==> src/rtl/dec_ser_ctrl.sv <==
// ---------------------------------------------------------------------------
// dec_ser_ctrl
//
// Purpose:
//   Accepts a 15-bit Hamming(15,11) codeword and computes its syndrome. It
//   then loads the 11 data bits into an external negedge-clocked shift
//   register and streams them out LSB first, one bit per accepted transfer,
//   under a valid/ready handshake.
//
// Build option:
//   HAMMING_SEC_CORRECT_EN - when defined, the codeword bit named by the
//   syndrome is inverted before the data bits are extracted (single-error
//   correction). When undefined, data comes from the raw codeword
//   (detect-only). err_flag and err_pos behave the same either way.
//
// Ports:
//   clk          in   rising-edge clock for all controller state
//   RST          in   synchronous active-high reset
//   cw_valid     in   a codeword is offered on cw_in
//   cw_ready     out  controller can take a codeword (IDLE only)
//   cw_in        in   codeword, cw_in[i-1] = Hamming position i
//   sr_load      out  parallel-load strobe to the shift register
//   sr_shift     out  shift-right strobe to the shift register
//   sr_par_load  out  data word presented for the parallel load
//   sr_sl_in     out  serial fill bit into the shift register MSB (0)
//   sr_q         in   shift register contents
//   out_bit      out  serial data bit (sr_q[0])
//   out_valid    out  out_bit is valid
//   out_ready    in   downstream takes out_bit this cycle
//   out_last     out  current bit is the final bit of the word
//   err_flag     out  last accepted codeword had a nonzero syndrome
//   err_pos      out  syndrome of the last accepted codeword (0 = clean)
// ---------------------------------------------------------------------------
module dec_ser_ctrl #(
  parameter int DW = 11,
  parameter int CW = 15
) (
  input  logic          clk,
  input  logic          RST,
  input  logic          cw_valid,
  output logic          cw_ready,
  input  logic [CW-1:0] cw_in,
  output logic          sr_load,
  output logic          sr_shift,
  output logic [DW-1:0] sr_par_load,
  output logic          sr_sl_in,
  input  logic [DW-1:0] sr_q,
  output logic          out_bit,
  output logic          out_valid,
  input  logic          out_ready,
  output logic          out_last,
  output logic          err_flag,
  output logic [3:0]    err_pos
);

`ifdef HAMMING_SEC_CORRECT_EN
  localparam bit CORRECT_EN = 1'b1;
`else
  localparam bit CORRECT_EN = 1'b0;
`endif

  // Counter value while the final (11th) bit is on out_bit.
  localparam logic [3:0] LAST_IDX = 4'(DW - 1);

  typedef enum logic [1:0] {
    IDLE  = 2'd0,
    LOAD  = 2'd1,
    SHIFT = 2'd2
  } state_t;

  state_t        state;
  state_t        state_next;
  logic [3:0]    bit_cnt;
  logic [3:0]    bit_cnt_next;
  logic          capture;
  logic [3:0]    syndrome;
  logic [DW-1:0] data_next;
  logic [DW-1:0] data_reg;

  // Only sr_q[0] is observed; the rest of the register is the shifter's own
  // business and never steers the controller.
  logic sr_q_unused;
  assign sr_q_unused = ^sr_q[DW-1:1];

  // Hamming position (1..15) that carries data bit k. Data sits on every
  // position that is not a power of two.
  function automatic logic [3:0] data_pos(input logic [3:0] k);
    logic [3:0] p;
    case (k)
      4'd0:    p = 4'd3;
      4'd1:    p = 4'd5;
      4'd2:    p = 4'd6;
      4'd3:    p = 4'd7;
      4'd4:    p = 4'd9;
      4'd5:    p = 4'd10;
      4'd6:    p = 4'd11;
      4'd7:    p = 4'd12;
      4'd8:    p = 4'd13;
      4'd9:    p = 4'd14;
      4'd10:   p = 4'd15;
      default: p = 4'd3;
    endcase
    return p;
  endfunction

  // Syndrome is the XOR of the positions of all set bits; a clean codeword
  // gives 0, a single flipped bit gives that bit's position.
  always_comb begin
    syndrome = '0;
    for (int i = 1; i <= CW; i++) begin
      if (cw_in[i-1]) begin
        syndrome = syndrome ^ 4'(i);
      end
    end
  end

  // Data extraction straight from cw_in so it can be registered at accept
  // time. A syndrome that names a parity position matches no data position,
  // so parity-bit errors leave the data untouched.
  always_comb begin
    data_next = '0;
    for (int k = 0; k < DW; k++) begin
      data_next[k] = cw_in[data_pos(4'(k)) - 4'd1]
                   ^ (CORRECT_EN && (syndrome == data_pos(4'(k))));
    end
  end

  // State register and bit counter.
  always_ff @(posedge clk) begin
    if (RST) begin
      state   <= IDLE;
      bit_cnt <= '0;
    end else begin
      state   <= state_next;
      bit_cnt <= bit_cnt_next;
    end
  end

  // Decoded word and error status, captured when a codeword is accepted.
  always_ff @(posedge clk) begin
    if (RST) begin
      data_reg <= '0;
      err_pos  <= '0;
      err_flag <= 1'b0;
    end else if (capture) begin
      data_reg <= data_next;
      err_pos  <= syndrome;
      err_flag <= (syndrome != 4'd0);
    end
  end

  // Next state and strobes. The strobes are combinational on the rising-edge
  // state so the negedge shift register sees them half a cycle early. Reset
  // forces every handshake and strobe low in the same cycle.
  always_comb begin
    state_next   = state;
    bit_cnt_next = bit_cnt;
    capture      = 1'b0;
    cw_ready     = 1'b0;
    sr_load      = 1'b0;
    sr_shift     = 1'b0;
    out_valid    = 1'b0;
    out_last     = 1'b0;

    case (state)
      IDLE: begin
        cw_ready = 1'b1;
        if (cw_valid) begin
          capture    = 1'b1;
          state_next = LOAD;
        end
      end
      LOAD: begin
        sr_load      = 1'b1;
        bit_cnt_next = '0;
        state_next   = SHIFT;
      end
      SHIFT: begin
        out_valid = 1'b1;
        out_last  = (bit_cnt == LAST_IDX);
        if (out_ready) begin
          sr_shift = 1'b1;
          if (bit_cnt == LAST_IDX) begin
            bit_cnt_next = '0;
            state_next   = IDLE;
          end else begin
            bit_cnt_next = bit_cnt + 4'd1;
          end
        end
      end
      default: begin
        state_next   = IDLE;
        bit_cnt_next = '0;
      end
    endcase

    if (RST) begin
      capture   = 1'b0;
      cw_ready  = 1'b0;
      sr_load   = 1'b0;
      sr_shift  = 1'b0;
      out_valid = 1'b0;
      out_last  = 1'b0;
    end
  end

  assign sr_par_load = data_reg;
  assign sr_sl_in    = 1'b0;
  assign out_bit     = sr_q[0];

endmodule

==> config.mk <==
export PLATFORM = sky130hd
export DESIGN_NAME = dec_ser_ctrl
export DESIGN_NICKNAME = d
export VERILOG_FILES = /design/src/rtl/dec_ser_ctrl.sv
export SDC_FILE = /design/constraint.sdc
export NUM_CORES = 1
export LEC_CHECK = 0
export ABC_AREA = 0
export CORE_MARGIN = 2
export CORE_UTILIZATION = 36
export CTS_CLUSTER_DIAMETER = 150
export DETAILED_ROUTE_END_ITERATION = 10
export PLACE_DENSITY = 0.75
export SYNTH_ARGS = -nofsm -noshare
export SYNTH_HDL_FRONTEND = slang
export SYNTH_SLANG_ARGS = --single-unit
==> constraint.sdc <==
create_clock -name clk -period 1.3 [get_ports clk]
set_input_delay 0.26 -clock clk [delete_from_list [all_inputs] [get_ports clk]]
set_output_delay 0.26 -clock clk [all_outputs]
set_load 0.02 [all_outputs]
# Yosys cells after proc, flatten, opt, wreduce, memory -nomap -nowiden

Cells that the tools add are included.

Register bits after elaboration: 22
Input bits: 30
Output and inout bits: 23
Word-level logic and storage cells: 67

Add/subtract/negate cells: 1
Equality and inequality tests: 6
Muxes and demuxes: 36
Bitwise logic cells: 15
Reduce and logical (&&, ||, !) cells: 4

Operators with widths:

| kind                                                                   | number |
|---|---|
| 4-bit two-way mux                                                      | 10 |
| 1-bit two-way mux                                                      | 15 |
| 3-bit two-way mux                                                      | 4 |
| 2-bit inverter                                                         | 6 |
| 3-bit inverter                                                         | 4 |
| 2-bit two-way mux                                                      | 5 |
| 4-bit case mux with 2 select lines                                     | 1 |
| 2-bit inequality test (second input constant)                          | 3 |
| 2-bit case mux with 3 select lines                                     | 1 |
| 4-bit by 1-bit adder with 4-bit output (second input constant)         | 1 |
| 4-bit equality test (second input constant)                            | 1 |
| 4-bit inverter                                                         | 1 |
| 4-bit nonzero test                                                     | 1 |
| 1-bit inverter (first input constant)                                  | 3 |
| 3-bit AND reduction                                                    | 1 |
| 2-bit by 1-bit equality test with 1-bit output (second input constant) | 1 |
| 2-bit equality test (second input constant)                            | 1 |
| 2-bit logical NOT                                                      | 1 |
| 2-bit AND reduction                                                    | 1 |
| 1-bit inverter                                                         | 1 |

# Longest topological paths before layout

Depth after elaboration: 27
Gate-level depth with buffers: 7
Mapped depth without buffers: 7

# Least setup slack after synthesis

Ideal clock, no wire load.

Path kind: flip-flop to flip-flop
From: reg state[0]
To: reg err_pos[0]
Arrival time: 1.445 ns
Required time: 1.177 ns
Slack: -0.268 ns
Cell stages (with the launch flop): 7
Clock period less this slack: 1.568 ns
Path through: dfxtp_1 or2_1 nor2_1 and2_1 buf_2 clkbuf_2 o21ai_0

Longest elaborated chain between the ends: 3

Ends and longest elaborated chain:

| item                   | RTL line | text |
|---|---|---|
| from (decl)            | 71       | `state_t state;` |
| from (signal assigned) | 134      | `state <= state_next;` |
| 2-bit logical NOT      | 165      | `case (state)` |
| 1-bit two-way mux      | 165      |  |
| 1-bit two-way mux      | 197      | `if (RST) begin` |
| to (signal assigned)   | 147      | `err_pos <= syndrome;` |
| to (decl)              | 53       | `output logic [3:0] err_pos` |

Every way passes these cells.
A chain may end at the register's enable or synchronous reset.

# Worst setup path after layout

From: reg bit_cnt[0]
To: out out_last

Longest elaborated chain between the ends: 3

Ends and longest elaborated chain:

| item                   | RTL line | text |
|---|---|---|
| from (decl)            | 73       | `logic [3:0] bit_cnt;` |
| from (signal assigned) | 135      | `bit_cnt <= bit_cnt_next;` |
| 4-bit equality test    | 180      | `out_last = (bit_cnt == LAST_IDX);` |
| 1-bit two-way mux      | 165      |  |
| 1-bit two-way mux      | 197      |  |
| to (decl)              | 51       | `output logic out_last,` |

Every way passes these cells.

==> parameters.txt <==
Parameter                              Value

Critical path
  Slowest stage cell on the critical path    sky130_fd_sc_hd__dfxtp_2
  Worst R2R Setup Slack    -0.12 ns
  Delay of the slowest critical-path stage    0.34 ns
  Bufs and invs on worst path    2
  Worst-path maximum fanout    2
  Kind of launch point of the worst setup path    flop
  Required time at the worst-slack endpoint    1.04 ns
  Class of the most critical setup path    reg -> out
  Critical Path, Cell by Cell    inv_2 > ha_4 > nand2_4 > nor2_4 > and2_4 > buf_6
  Kind of capture point of the worst setup path    output port
  Length in cells of the worst reg-to-reg path    6
  Endpoint arrival time on the critical path    1.21 ns
  Critical path's top delay family    flip-flops
  Beginning of the worst register-to-register path    state[0]
  Destination of the worst register-to-register timing path    err_pos[2]

Timing
  Worst Hold Margin    0.365 ns
  Unrepaired setup endpoints after global routing    yes
  Setup ws final    -0.170 ns
  Max Clock Skew    0.00742 ns
  Final Setup Violations    20
  Final hold vios    0
  Max-slew violations    0
  Crit share post-route    113%
  Tmin final    1.47 ns
  Timing-limited maximum frequency    0.680 GHz

Synthesis
  Distinct cell type count after synthesis    29
  Adder-cell share of the synthesized area    2.28%
  Basic-gate share of the synthesized area counting and, or, nand and nor cells    21.0%
  Main combinational cell family by area after synthesis    simple AND/OR/NAND/NOR gates
  Net Count, Synth    164
  Post-synthesis compound-gate area fraction    10.7%
  Xor-xnor portion of the synthesized cell area    20.0%
  Mean cell area of the mapped netlist    8.33 sq um
  Yosys warnings    0
  Number of storage elements in the synthesis netlist    22
  Cells after synthesis    132
  Sequential cell area fraction in the yosys report    40.0%
  Mapped cell area    1100 sq um
  Mux cell area share after synthesis    0.910%

GRT
  Largest net degree at the start of global routing    20
  Initial antenna violation count    0
  Total global routing overflow    0
  Wire length of the first global-routing pass    4490 microns
  Number of global-route vias before repair    1102
  Global-route usage over all layers    17.0%

Route
  Total iterations of the first detailed-routing run    4
  Routed Wire Length    3070 microns
  DR iter-0 viols    33
  Vias after detailed routing    1124
  Via density per instance    4.89
  Remaining design rule violation count    0
  Antenna violation net count after detailed routing    0
  Per-cell routed wire length    13.3 microns

CTS
  Maximum buffer depth of the clock tree    2
  Number of sinks handled by clock tree synthesis    22
  TritonCTS clock tree    done
  H-Tree Depth    1
  Clock insertion delay at the later pin of the skew report    0.30 ns
  Number of clock buffers inserted by TritonCTS    3
  Clock root buffer master    sky130_fd_sc_hd__clkbuf_4
  Clk slew on worst S/H paths    0.12 ns

Pwr
  Power density normalized to cell area    899 nW/um^2
  Total power    0.00181 W
  Sequential power share    42.7%
  Leakage Power    0.896 nW
  Relative contribution of the clock network to total power    16.7%
  Pint    0.00123 W
  Net switching fraction of the power    32.1%
  Combinational power share    40.6%
  Total net switching power    0.000579 W
  Worst VDD drop    0.593 mV

Place
  HPWL after detailed placement    2060 microns
  Buffers on Ports    39
  Routability Congestion    0.732

Die
  Number of rows in the core area    20
  Horiz. Die Dim    59.3 microns
  Die area    3510 sq um
  I/O pins    53
  Floorplan Core Area    2980 sq um
  Starting density of the core    36.9%
  Die boundary height    59.3 microns

Layout
  Antenna diode count    0
  Nets    231
  Filler cells    239
  Commonest non-fill, non-tap cell in the layout    sky130_fd_sc_hd__buf_4
  Fraction of layout cells with a size suffix above 1    44.2%
  Highest-count cells in the layout ignoring fill and taps    21 x sky130_fd_sc_hd__buf_4, 18 x sky130_fd_sc_hd__nand2_1, 18 x sky130_fd_sc_hd__dfxtp_1
  Area delta synth->final    82.8%

Outcome
  Violated checks    setup timing
  Outcome    finished with violations

Hold path
  Hold Path Cell Cnt    3
  Endpoint of the worst hold-timing path    sr_par_load[7]
  Startpoint of the worst hold path    cw_in[11]
  Tightest Hold Check Type    in -> reg

Run
  Max-cap viol count    0
[cell families after synthesis]
group / after synthesis
simple gates: 53
compound gates: 23
flops: 22
xor+xnor: 21
buf+inv: 9
fa+ha+maj: 2
other cells: 1
mux: 1
[worst reg2reg max path: cells and delay by family, from the launching register on]
kind | cells | cell delay (ns)
buffers and inverters | 2 | 0.24
AND/OR/NAND/NOR | 3 | 0.59
multiplexers | 1 | 0.16
flip-flops | 1 | 0.38
[synthesized netlist by cell type (all sizes together)]
| master | count | area [sq um] |
|---|---|---|
| xnor3 | 1 | 22.5 |
| nor3 | 4 | 25.0 |
| dfxtp | 22 | 440 |
| a31oi | 2 | 12.5 |
| and3 | 1 | 6.26 |
| mux2i | 1 | 10.0 |
| nor2 | 8 | 30.0 |
| nand2b | 1 | 6.26 |
| xnor2 | 16 | 155 |
| and2 | 3 | 18.8 |
| nand2 | 32 | 120 |
| inv | 2 | 7.51 |
| conb | 1 | 3.75 |
| a21oi | 6 | 30.0 |
| nand3 | 1 | 5.00 |
| nand4 | 1 | 6.26 |
| clkbuf | 2 | 8.75 |
| buf | 5 | 35.0 |
| ha | 2 | 25.0 |
| nand3b | 1 | 7.51 |
| or2 | 1 | 6.26 |
| xor2 | 4 | 42.6 |
| o21ai | 15 | 75.1 |
[repair_timing]
| action | 4_1_cts | 5_1_grt |
|---|---|---|
| gates resized for setup | 86 | 41 |
| hold buffers | 0 | 0 |
| pin swaps | 14 | 12 |
| setup buffers | 3 | 2 |
| gates cloned | 1 | 3 |
| setup endpoints to repair | 29 | 39 |
[final cells by class]
type,count,area (sq um),area share [%]
flip-flops and latches,22,448,22.3
inverters,2,7.51,0.373
multi-input cells,101,808,40.2
repair buffers,69,683,34.0
clock buffers,3,22.5,1.12
well taps,33,41.3,2.05
[through the flow]
step / area [sq um] / setup slack [ns] / instances / utilization [%] / TNS (ns)
floorplan: 1140 / -0.0114 / 132 / - / -0.116
global placement: 1680 / -0.634 / 219 / 56.4 / -8.18
detailed placement: 1680 / -0.675 / 219 / 56.4 / -9.28
CTS: 1840 / -0.225 / 226 / 61.7 / -1.13
global route: 2010 / -0.236 / 230 / 67.5 / -2.87
finish: 2010 / -0.170 / 230 / 67.5 / -1.81
[routing by layer]
metal | wire (microns) | share of wire (%) | vias to the layer above | global-route usage, %
met5 | 0 | 0 | - | 0
met4 | 40 | 1.3 | 0 | 7.14
met3 | 173 | 5.6 | 4 | 3.49
met2 | 1680 | 55 | 38 | 32.5
met1 | 1180 | 38 | 524 | 17.5
li1 | - | - | 558 | -
[power groups by stage]
stage	clock, W	sequential, W	combinational, W
finish	0.000302	0.000771	0.000733
global route	0.000346	0.000779	0.000785
CTS	0.000312	0.000768	0.000648
detailed placement	0	0.000782	0.000632
global placement	0	0.000782	0.000622
floorplan	0	0.000849	0.000293
[state kept, by name (all words and copies together) (netlist names)]
name and cells:
err_flag 1, bit_cnt 4, sr_par_load 11, state 2
err_pos 4
[how the worst max path moves through the flow]
stage	from	endpoint	slack [ns]	depth (start not counted)
after CTS	bit_cnt[1]	out_last	-0.23	5
after global routing	bit_cnt[0]	out_last	-0.24	6
final	bit_cnt[0]	out_last	-0.17	6
after detailed placement	RST	cw_ready	-0.68	4
after global placement	RST	cw_ready	-0.63	4
after floorplan	state[0]	err_pos[0]	-0.01	6
Note: power is estimated with default switching activity, not from simulation.
